### config.mk
export PLATFORM = sky130hd
export DESIGN_NAME = int_mul_pipe
export DESIGN_NICKNAME = d
export VERILOG_FILES = /design/src/rtl/int_mul_pkg.sv /design/src/rtl/int_mul_pipe_stage.sv /design/src/rtl/int_mul_pipe.sv
export SDC_FILE = /design/constraint.sdc
export NUM_CORES = 2
export LEC_CHECK = 0
export BUFFER_PORTS_ARGS = -buffer_cell sky130_fd_sc_hd__buf_2
export CAP_MARGIN = 0
export CELL_PAD_IN_SITES_DETAIL_PLACEMENT = 1
export CELL_PAD_IN_SITES_GLOBAL_PLACEMENT = 2
export CORE_ASPECT_RATIO = 1.2
export CORE_MARGIN = 4
export CORE_UTILIZATION = 30
export CTS_BUF_LIST = sky130_fd_sc_hd__clkbuf_8
export DETAILED_ROUTE_END_ITERATION = 7
export PLACE_DENSITY = 0.72
export SETUP_SLACK_MARGIN = 0.4
export SLEW_MARGIN = 40
export SYNTH_ARGS = -nofsm -noshare
export SYNTH_HDL_FRONTEND = slang
export SYNTH_SLANG_ARGS = --single-unit
### constraint.sdc
create_clock -name clk -period 10.15 [get_ports clk]
set_input_delay 0.5075 -clock clk [delete_from_list [all_inputs] [get_ports clk]]
set_output_delay 0.5075 -clock clk [all_outputs]
set_load 0.03 [all_outputs]
### src/rtl/int_mul_pkg.sv
// Shared types for the pipelined integer multiplier: operation modes and
// the per-mode operand-signedness / result-half decode.
package int_mul_pkg;

  typedef enum logic [1:0] {
    MUL_LO = 2'b00,
    MULH   = 2'b01,
    MULHU  = 2'b10,
    MULHSU = 2'b11
  } mul_mode_e;

  typedef struct packed {
    logic a_signed;
    logic b_signed;
    logic high_sel;
  } mode_ctl_t;

  function automatic mode_ctl_t mode_ctl(input mul_mode_e mode);
    mode_ctl_t ctl;
    case (mode)
      MUL_LO:  ctl = {1'b0, 1'b0, 1'b0};
      MULH:    ctl = {1'b1, 1'b1, 1'b1};
      MULHU:   ctl = {1'b0, 1'b0, 1'b1};
      MULHSU:  ctl = {1'b1, 1'b0, 1'b1};
      default: ctl = {1'b0, 1'b0, 1'b0};
    endcase
    return ctl;
  endfunction

endpackage

### src/rtl/int_mul_pipe_stage.sv
// One multiplier pipeline stage: folds the next C-bit chunk of the b magnitude
// into the accumulator on load, and tracks its own valid/advance state.
module int_mul_pipe_stage
  import int_mul_pkg::*;
#(
  parameter int W = 32,
  parameter int C = 8,
  parameter int K = 1
) (
  input  logic             clk,
  input  logic             rst_n,
  input  logic             ld_i,
  input  logic             dn_rdy_i,
  input  mul_mode_e        mode_i,
  input  logic             neg_i,
  input  logic [W-1:0]     ma_i,
  input  logic [W-1:0]     mb_i,
  input  logic [2*W-1:0]   acc_i,
  output logic             val_o,
  output logic             go_o,
  output mul_mode_e        mode_o,
  output logic             neg_o,
  output logic [W-1:0]     ma_o,
  output logic [W-1:0]     mb_o,
  output logic [2*W-1:0]   acc_o
);

  logic           val_q, val_d;
  mul_mode_e      mode_q, mode_d;
  logic           neg_q, neg_d;
  logic [W-1:0]   ma_q, ma_d;
  logic [W-1:0]   mb_q, mb_d;
  logic [2*W-1:0] acc_q, acc_d;
  logic [2*W-1:0] pp_s;
  logic           go_s;

  // Chunk partial product, aligned to this stage's bit position
  always_comb begin
    pp_s = ({{W{1'b0}}, ma_i} * {{(2*W-C){1'b0}}, mb_i[C-1:0]}) << ((K-1)*C);
  end

  // Stage advances when it holds data and downstream can take it
  always_comb begin
    go_s = val_q & dn_rdy_i;
  end

  // Next-state: load from upstream, drain on advance, otherwise hold
  always_comb begin
    val_d  = val_q;
    mode_d = mode_q;
    neg_d  = neg_q;
    ma_d   = ma_q;
    mb_d   = mb_q;
    acc_d  = acc_q;
    if (ld_i) begin
      val_d  = 1'b1;
      mode_d = mode_i;
      neg_d  = neg_i;
      ma_d   = ma_i;
      mb_d   = mb_i >> C;
      acc_d  = acc_i + pp_s;
    end else if (go_s) begin
      val_d  = 1'b0;
    end else begin
      val_d  = val_q;
    end
  end

  // Stage register set
  always_ff @(posedge clk or negedge rst_n) begin
    if (!rst_n) begin
      val_q  <= 1'b0;
      mode_q <= MUL_LO;
      neg_q  <= 1'b0;
      ma_q   <= {W{1'b0}};
      mb_q   <= {W{1'b0}};
      acc_q  <= {(2*W){1'b0}};
    end else begin
      val_q  <= val_d;
      mode_q <= mode_d;
      neg_q  <= neg_d;
      ma_q   <= ma_d;
      mb_q   <= mb_d;
      acc_q  <= acc_d;
    end
  end

  assign val_o  = val_q;
  assign go_o   = go_s;
  assign mode_o = mode_q;
  assign neg_o  = neg_q;
  assign ma_o   = ma_q;
  assign mb_o   = mb_q;
  assign acc_o  = acc_q;

endmodule

### src/rtl/int_mul_pipe.sv
// Fully pipelined W x W multiplier with four RISC-V style modes. Operands are
// turned into magnitudes at entry; the sign is reapplied on the final product.
module int_mul_pipe
  import int_mul_pkg::*;
#(
  parameter int W       = 32,
  parameter int NSTAGES = 4
) (
  input  logic             clk,
  input  logic             reset,
  input  logic             req_en,
  output logic             req_rdy,
  input  logic [2*W+1:0]   req_msg,
  output logic             resp_en,
  input  logic             resp_rdy,
  output logic [W-1:0]     resp_msg
);

  localparam int C = W / NSTAGES;
  localparam logic [W-1:0]   ONE_W  = {{(W-1){1'b0}}, 1'b1};
  localparam logic [2*W-1:0] ONE_2W = {{(2*W-1){1'b0}}, 1'b1};

  mul_mode_e      in_mode_s;
  mode_ctl_t      in_ctl_s;
  logic [W-1:0]   in_a_s, in_b_s, in_ma_s, in_mb_s;
  logic           a_neg_s, b_neg_s, in_neg_s;

  logic [NSTAGES:1] val_s, go_s, neg_s;
  logic [NSTAGES:0] rdy_s;
  mul_mode_e        mode_s [1:NSTAGES];
  logic [W-1:0]     ma_s   [1:NSTAGES];
  logic [W-1:0]     mb_s   [1:NSTAGES];
  logic [2*W-1:0]   acc_s  [1:NSTAGES];

  mode_ctl_t      out_ctl_s;
  logic [2*W-1:0] prod_s;
  logic           unused_ok_s;

  // Entry: unpack request and replace negative signed operands by magnitudes
  always_comb begin
    in_mode_s = mul_mode_e'(req_msg[2*W+1:2*W]);
    in_ctl_s  = mode_ctl(in_mode_s);
    in_a_s    = req_msg[2*W-1:W];
    in_b_s    = req_msg[W-1:0];
    a_neg_s   = in_ctl_s.a_signed & in_a_s[W-1];
    b_neg_s   = in_ctl_s.b_signed & in_b_s[W-1];
    in_neg_s  = a_neg_s ^ b_neg_s;
    if (a_neg_s) begin
      in_ma_s = ~in_a_s + ONE_W;
    end else begin
      in_ma_s = in_a_s;
    end
    if (b_neg_s) begin
      in_mb_s = ~in_b_s + ONE_W;
    end else begin
      in_mb_s = in_b_s;
    end
  end

  // Ready chain: rdy_s[k] says stage k may advance into k+1 (or out)
  always_comb begin
    rdy_s          = {(NSTAGES+1){1'b0}};
    rdy_s[NSTAGES] = resp_rdy;
    for (int k = NSTAGES; k >= 1; k--) begin
      rdy_s[k-1] = ~val_s[k] | rdy_s[k];
    end
  end

  for (genvar k = 1; k <= NSTAGES; k++) begin : g_stage
    logic           in_ld_s;
    mul_mode_e      in_mode_k_s;
    logic           in_neg_k_s;
    logic [W-1:0]   in_ma_k_s, in_mb_k_s;
    logic [2*W-1:0] in_acc_k_s;

    if (k == 1) begin : g_first
      assign in_ld_s     = req_en;
      assign in_mode_k_s = in_mode_s;
      assign in_neg_k_s  = in_neg_s;
      assign in_ma_k_s   = in_ma_s;
      assign in_mb_k_s   = in_mb_s;
      assign in_acc_k_s  = {(2*W){1'b0}};
    end else begin : g_next
      assign in_ld_s     = go_s[k-1];
      assign in_mode_k_s = mode_s[k-1];
      assign in_neg_k_s  = neg_s[k-1];
      assign in_ma_k_s   = ma_s[k-1];
      assign in_mb_k_s   = mb_s[k-1];
      assign in_acc_k_s  = acc_s[k-1];
    end

    int_mul_pipe_stage #(
      .W (W),
      .C (C),
      .K (k)
    ) u_stage (
      .clk      (clk),
      .rst_n    (reset),
      .ld_i     (in_ld_s),
      .dn_rdy_i (rdy_s[k]),
      .mode_i   (in_mode_k_s),
      .neg_i    (in_neg_k_s),
      .ma_i     (in_ma_k_s),
      .mb_i     (in_mb_k_s),
      .acc_i    (in_acc_k_s),
      .val_o    (val_s[k]),
      .go_o     (go_s[k]),
      .mode_o   (mode_s[k]),
      .neg_o    (neg_s[k]),
      .ma_o     (ma_s[k]),
      .mb_o     (mb_s[k]),
      .acc_o    (acc_s[k])
    );
  end

  // Output: restore the sign on the full product, then pick the requested half
  always_comb begin
    out_ctl_s = mode_ctl(mode_s[NSTAGES]);
    if (neg_s[NSTAGES]) begin
      prod_s = ~acc_s[NSTAGES] + ONE_2W;
    end else begin
      prod_s = acc_s[NSTAGES];
    end
    if (out_ctl_s.high_sel) begin
      resp_msg = prod_s[2*W-1:W];
    end else begin
      resp_msg = prod_s[W-1:0];
    end
  end

  assign req_rdy = rdy_s[0];
  assign resp_en = go_s[NSTAGES];

  // The last stage's operand copies and some decode bits have no consumer
  assign unused_ok_s = ^{in_ctl_s.high_sel, out_ctl_s.a_signed, out_ctl_s.b_signed,
                         ma_s[NSTAGES], mb_s[NSTAGES]};

endmodule

# --- After elaboration in Yosys (flattened, before gate mapping) ---
# Cells that the tools add are included.
totals:
  register_bits: 392
  inputBits: 70
  out_inout_bits: 34
  word_cells: 76
classes:
  n_addsub: 6
  mul: 4
  eq_ne: 6
  n_mux: 14
  bitwise_logic: 18
  reduce_logical: 6
ops:
  columns: ["operator", "count"]
  rows:
  - ["32-bit by 8-bit multiplier with 40-bit output", 4]
  - ["32-bit 2-to-1 mux", 3]
  - ["32-bit by 1-bit adder with 32-bit output, second input constant", 2]
  - ["64-bit by 1-bit adder with 64-bit output, second input constant", 1]
  - ["64-bit by 56-bit adder with 64-bit output", 1]
  - ["64-bit adder", 1]
  - ["64-bit 2-to-1 mux", 1]
  - ["32-bit NOT", 2]
  - ["64-bit NOT", 1]
  - ["40-bit by 48-bit adder with 49-bit output", 1]
  - ["3-bit case mux with 4 select lines", 1]
  - ["2-bit == test, second input constant", 4]
  - ["1-bit 2-to-1 mux", 8]
  - ["2-bit nonzero test", 4]
  - ["1-bit bitwise AND", 6]
  - ["2-bit by 1-bit == test with 1-bit output, second input constant", 2]
  - ["2-bit logical NOT", 2]
  - ["1-bit NOT", 4]
  - ["1-bit OR", 4]
  - ["1-bit case mux with 4 select lines", 1]
  - ["1-bit XOR", 1]

# --- Logic depth before layout (Yosys ltp) ---
depth:
  ltp_word: 7
  mapped_depth: 32
  ltp_nobuf: 30

# --- Cells and area by module ---
# A second synthesis with hierarchy kept.
hier_totals:
  hier_cells: 6765
  hier_area_um2: 63384.5
modules_own_cells:
  columns: ["module", "instances", "cells_per_inst", "area_each_um2", "seq_area_each_um2"]
  rows:
  - ["int_mul_pipe_stage (g_stage[2].u_stage)", 1, 1652, 15462.3, 3103.0]
  - ["int_mul_pipe_stage (g_stage[3].u_stage)", 1, 1577, 15179.6, 3103.0]
  - ["int_mul_pipe_stage (g_stage[4].u_stage)", 1, 1485, 14779.2, 3103.0]
  - ["int_mul_pipe_stage (g_stage[1].u_stage)", 1, 1528, 14624.0, 3103.0]
  - ["int_mul_pipe", 1, 523, 3339.5, 0.0]

# --- Worst setup path after synthesis ---
# Ideal clock, no wire load.
synth_path:
  path_kind: "register -> register"
  from: "reg g_stage[2].u_stage.mb_q[7]"
  to: "reg g_stage[3].u_stage.acc_q[51]"
  setup_time_ns: 0.135
  t_arrival_ns: 7.193
  required_ns: 10.015
  slack_ns: 2.822
  path_stages_with_launch: 31
  path_buffers: 2
  period_less_slack_ns: 7.328
  cell_sequence: "dfrtp_1 > clkbuf_1 > nand2_1 > fa_1 > fa_1 > inv_1 > fa_1 > inv_1 > fa_1 > inv_1 > ha_1 > a2111oi_2 > o31ai_1 > a21oi_1 > o21ai_0 > a21o_1 > a21oi_1 > o21ai_0 > xor2_1 > ha_1 > clkbuf_1 > a21oi_1 > nand2_1 > nor3_1 > a31o_2 > a21oi_1 > a21oi_1 > o31ai_1 > nor4b_1 > xor2_1 > o21ai_0"
synth_via:
  elab_chain_len: 2
synth_lines:
  columns: ["item", "line", "text"]
  rows:
  - ["start: declaration", "int_mul_pipe_stage.sv:32", "logic [W-1:0] mb_q, mb_d;"]
  - ["start signal: assignment", "int_mul_pipe_stage.sv:76", "mb_q <= {W{1'b0}};"]
  - ["start signal: assignment", "int_mul_pipe_stage.sv:83", "mb_q <= mb_d;"]
  - ["32-bit by 8-bit multiplier with 40-bit output", "int_mul_pipe_stage.sv:39", "pp_s = ({{W{1'b0}}, ma_i} * {{(2*W-C){1'b0}}, mb_i[C-1:0]}) << ((K-1)*C);"]
  - ["64-bit by 56-bit adder with 64-bit output", "int_mul_pipe_stage.sv:61", "acc_d = acc_i + pp_s;"]
  - ["end signal: assignment", "int_mul_pipe_stage.sv:77", "acc_q <= {(2*W){1'b0}};"]
  - ["end: declaration", "int_mul_pipe_stage.sv:33", "logic [2*W-1:0] acc_q, acc_d;"]
# No other way between the ends.
# A chain may end at the register's enable or synchronous reset.

# --- Final worst setup path ---
layout_path:
  from: "reg g_stage[1].u_stage.mb_q[3]"
  to: "reg g_stage[2].u_stage.acc_q[47]"
layout_via:
  elab_chain_len: 2
layout_lines:
  columns: ["item", "line"]
  rows:
  - ["start: declaration", "int_mul_pipe_stage.sv:32"]
  - ["start signal: assignment", "int_mul_pipe_stage.sv:76"]
  - ["start signal: assignment", "int_mul_pipe_stage.sv:83"]
  - ["32-bit by 8-bit multiplier with 40-bit output", "int_mul_pipe_stage.sv:39"]
  - ["40-bit by 48-bit adder with 49-bit output", "int_mul_pipe_stage.sv:61"]
  - ["end signal: assignment", "int_mul_pipe_stage.sv:77"]
  - ["end: declaration", "int_mul_pipe_stage.sv:33"]
# No other way between the ends.

==> metrics.txt <==
critical path's slowest cell=dfrtp_1; multiplexer area fraction after synthesis=2.67%; # hold bufs at CTS=5; PortBufs=103; initial core utilization=30.2%; Yosys cell types=83; Vert. Die Dim=470 microns; router iterations before antenna repair=5; Max Clock Freq=115 MHz; Sum Neg Setup Slack=0 ps; TritonCTS clock tree=done; cts bufs inserted=76; WP data required=10760 ps; worst-path fanout max=18; status=finished clean; Rel. slew slack=42.3%; vias in the first global route=46798; Synth Area in Simple Gates=19.8%; DRT met1 WL=76900 microns; antenna-violating nets left=0; # Post-CTS Setup Buffers=0; leading cell type in the layout, fill and taps excluded=nand2_1; leading area contributor after synthesis=fa_1; main combinational cell family by area after synthesis=adder cells; met2 routed WL=88300 microns; vias per inst=5.01; Post-Synthesis Cells=6128; largest cells by area after synthesis=fa_1 (27%), dfrtp_1 (17%), ha_1 (8.4%); largest net degree at the start of global routing=137; met3 WL=4790 microns; initial antenna violation count=3; H-tree level count=3; post-CTS sizing=0; skew final=83.0 ps; final max-slew violation count=0; layout overhead on the synthesized area=9.18%; hold_ws=101 ps; R2R setup slack=1480 ps; Worst Hold End=g_stage[1].u_stage.mb_o[5]; FF-to-FF path depth=26; WL/cell=20.6 microns; Synth Area per Inst=8.71 sq um; die width=393 microns; mapped cell area=0.0534 sq mm; clk sink count=370; R2R Path Start=g_stage[1].u_stage.mb_o[3]; post-DP HPWL=144000 microns; synth warn=0; Vias=42513; max_cap viols=0; number of fill cells=20824; Synth Area in Adders=35.5%; Hold Path Class=in -> reg; # IOs=104; CTS clk-pin slew, worst paths=60 ps; RR Endpoint=g_stage[2].u_stage.acc_o[47]; drt total wl=175000 microns; GR Util All Layers=19.0%; Die Footprint=0.185 sq mm; WHS Path Cells=3; Synth top area share=27.1%; first-pass GRT wire length=275000 microns; Final Setup Violations=0; syn nets=7278; Worst Path Buf+Inv=3; DR DRC count=0; total grt overflow=0; CP Class=reg -> reg; post-route minimum period=8670 ps; Most common cell on crit path=fa_1; Post-synth EDFFs=0; CTS max path bufs=3; ys async rst share=100%; Final GP Congestion=0.872; worst hold start=req_msg[13]; Root Driver=clkbuf_8; DR iter-0 viols=1783; CORE AREA=0.177 sq mm; Worst Tran Pin Value=841 ps; crit-path max cell delay=770 ps; Hold Vio Cnt, Final=0; Startpoint Class=flip-flop; uppermost layer routed=met4; unrepaired setup endpoints after global routing=no; CP arrival=9280 ps; Synth Area in XOR/XNOR=5.76%; layout cells sized above 1=7.63%; Synth Area in Compound Gates=11.8%; Crit. End Element=flip-flop; Synth Flop Type=dfrtp_1; sequential-to-total area share from yosys stat=17.4%; Std-Cell Rows=169; family with the most delay on the worst path=adder cells; commonest cells after routing, fill and taps aside=nand2_1 (884), inv_1 (760), fa_1 (723); post-synthesis register bit count=370; clk_lat worst skew=810 ps; nets=7260; Period Utilization, post-route=85.4%
worst max path at each step:
stage          slack, ps                       start  cells after the start                      endpoint
3_3_place_gp        1720  g_stage[1].u_stage.mb_o[2]                     27  g_stage[2].u_stage.acc_o[47]
5_1_grt              830  g_stage[1].u_stage.mb_o[3]                     26  g_stage[2].u_stage.acc_o[47]
4_1_cts             1360  g_stage[1].u_stage.mb_o[3]                     26  g_stage[2].u_stage.acc_o[47]
6_report            1480  g_stage[1].u_stage.mb_o[3]                     26  g_stage[2].u_stage.acc_o[47]
3_5_place_dp        1380  g_stage[1].u_stage.mb_o[3]                     26  g_stage[2].u_stage.acc_o[47]
2_1_floorplan       2820  g_stage[2].u_stage.mb_o[7]                     30  g_stage[3].u_stage.acc_o[51]
sequential cells by signal, summed over array words and instances, names as in the netlist:
| name | cells |
|---|---|
| g_stage.u_stage.neg_o | 4 |
| g_stage.u_stage.mode_o | 8 |
| g_stage.u_stage.acc_o | 210 |
| g_stage.u_stage.ma_o | 96 |
| g_stage.u_stage.val_o | 4 |
| g_stage.u_stage.mb_o | 48 |
worst reg2reg max path, stage by stage (launching register included):
cell and delay [ps]:
dfrtp_1 770, buf_4 350, and2_1 200, fa_1 460, fa_1 510, fa_1 490, inv_1 50, fa_1 470
inv_1 40, ha_1 410, nand3_1 110, nor3_1 320, nor3_1 130, o21ai_0 630, nand3_1 150, nand2_1 110
xor2_1 70, ha_1 390, nand4_1 310, or4_1 610, o32ai_1 430, o21bai_1 180, a21boi_0 410, o2111ai_1 250
nor4_1 430, xnor2_1 160, o21ai_0 90
cells in the mapped netlist, drive strengths merged (5+ instances only):
cell and number:
clkbuf 237, o21a 35, or3 31, o311ai 10, inv 745, dfrtp 370
fa 723, nor3 70, a211o 14, nand3 51, buf 28, xor2 154
a2111o 5, o21bai 29, and2 584, nor4b 5, o211ai 27, a211oi 28
and4 8, a21oi 318, nor2 327, nor4 23, o41ai 14, a2111oi 9
a21o 97, nor3b 8, nand2 886, a21boi 12, and3 19, o2111ai 8
or2 19, ha 357, xnor2 197, o31ai 52, a221oi 8, a31o 6
o21ai 286, mux2 123, a31oi 22, nor2b 28, nand2b 36, or4 23
nand4 39
logic make-up (layout without fill, tap and decap cells):
logic type / count (synthesis) / count (layout)
simple gates: 2171 / 2171
buf+inv: 1011 / 1052
flops: 370 / 370
compound gates: 1018 / 1018
other cells: 0 / 4
mux: 127 / 127
xor+xnor: 351 / 351
fa+ha+maj: 1080 / 1080
routing by layer:
metal  vias to the layer above  global-route usage, %
met2                       602                   33.7
li1                      19753                      -
met4                         0                   5.72
met1                     21955                   24.3
met3                       203                   1.91
met5                         -                      0
per-stage QoR:
| stage | cell area [sq um] | cells | util [%] | setup slack, ps |
|---|---|---|---|---|
| finish | 58200 | 8481 | 33.0 | 1480 |
| global route | 58200 | 8480 | 32.9 | 827 |
| CTS | 58200 | 8475 | 32.9 | 1360 |
| global placement | 56300 | 8332 | 31.8 | 1720 |
| floorplan | 53400 | 6128 | - | 2820 |
| detailed placement | 56400 | 8333 | 31.9 | 1380 |
area by class of cell:
type / instances / area (sq um) / area share (%)
Multi-Input combinational cell: 4747 / 40500 / 69.5
Sequential cell: 370 / 9260 / 15.9
Tap cell: 2308 / 2890 / 4.96
Inverter: 746 / 2800 / 4.81
Clock buffer: 91 / 1250 / 2.15
Timing Repair Buffer: 169 / 1120 / 1.93
Clock inverter: 46 / 449 / 0.771
Antenna cell: 4 / 10.0 / 0.0172
Power is left out: the tool's default activity adds up to more than one toggle a clock period on the data nets, which glitch-free logic cannot reach.
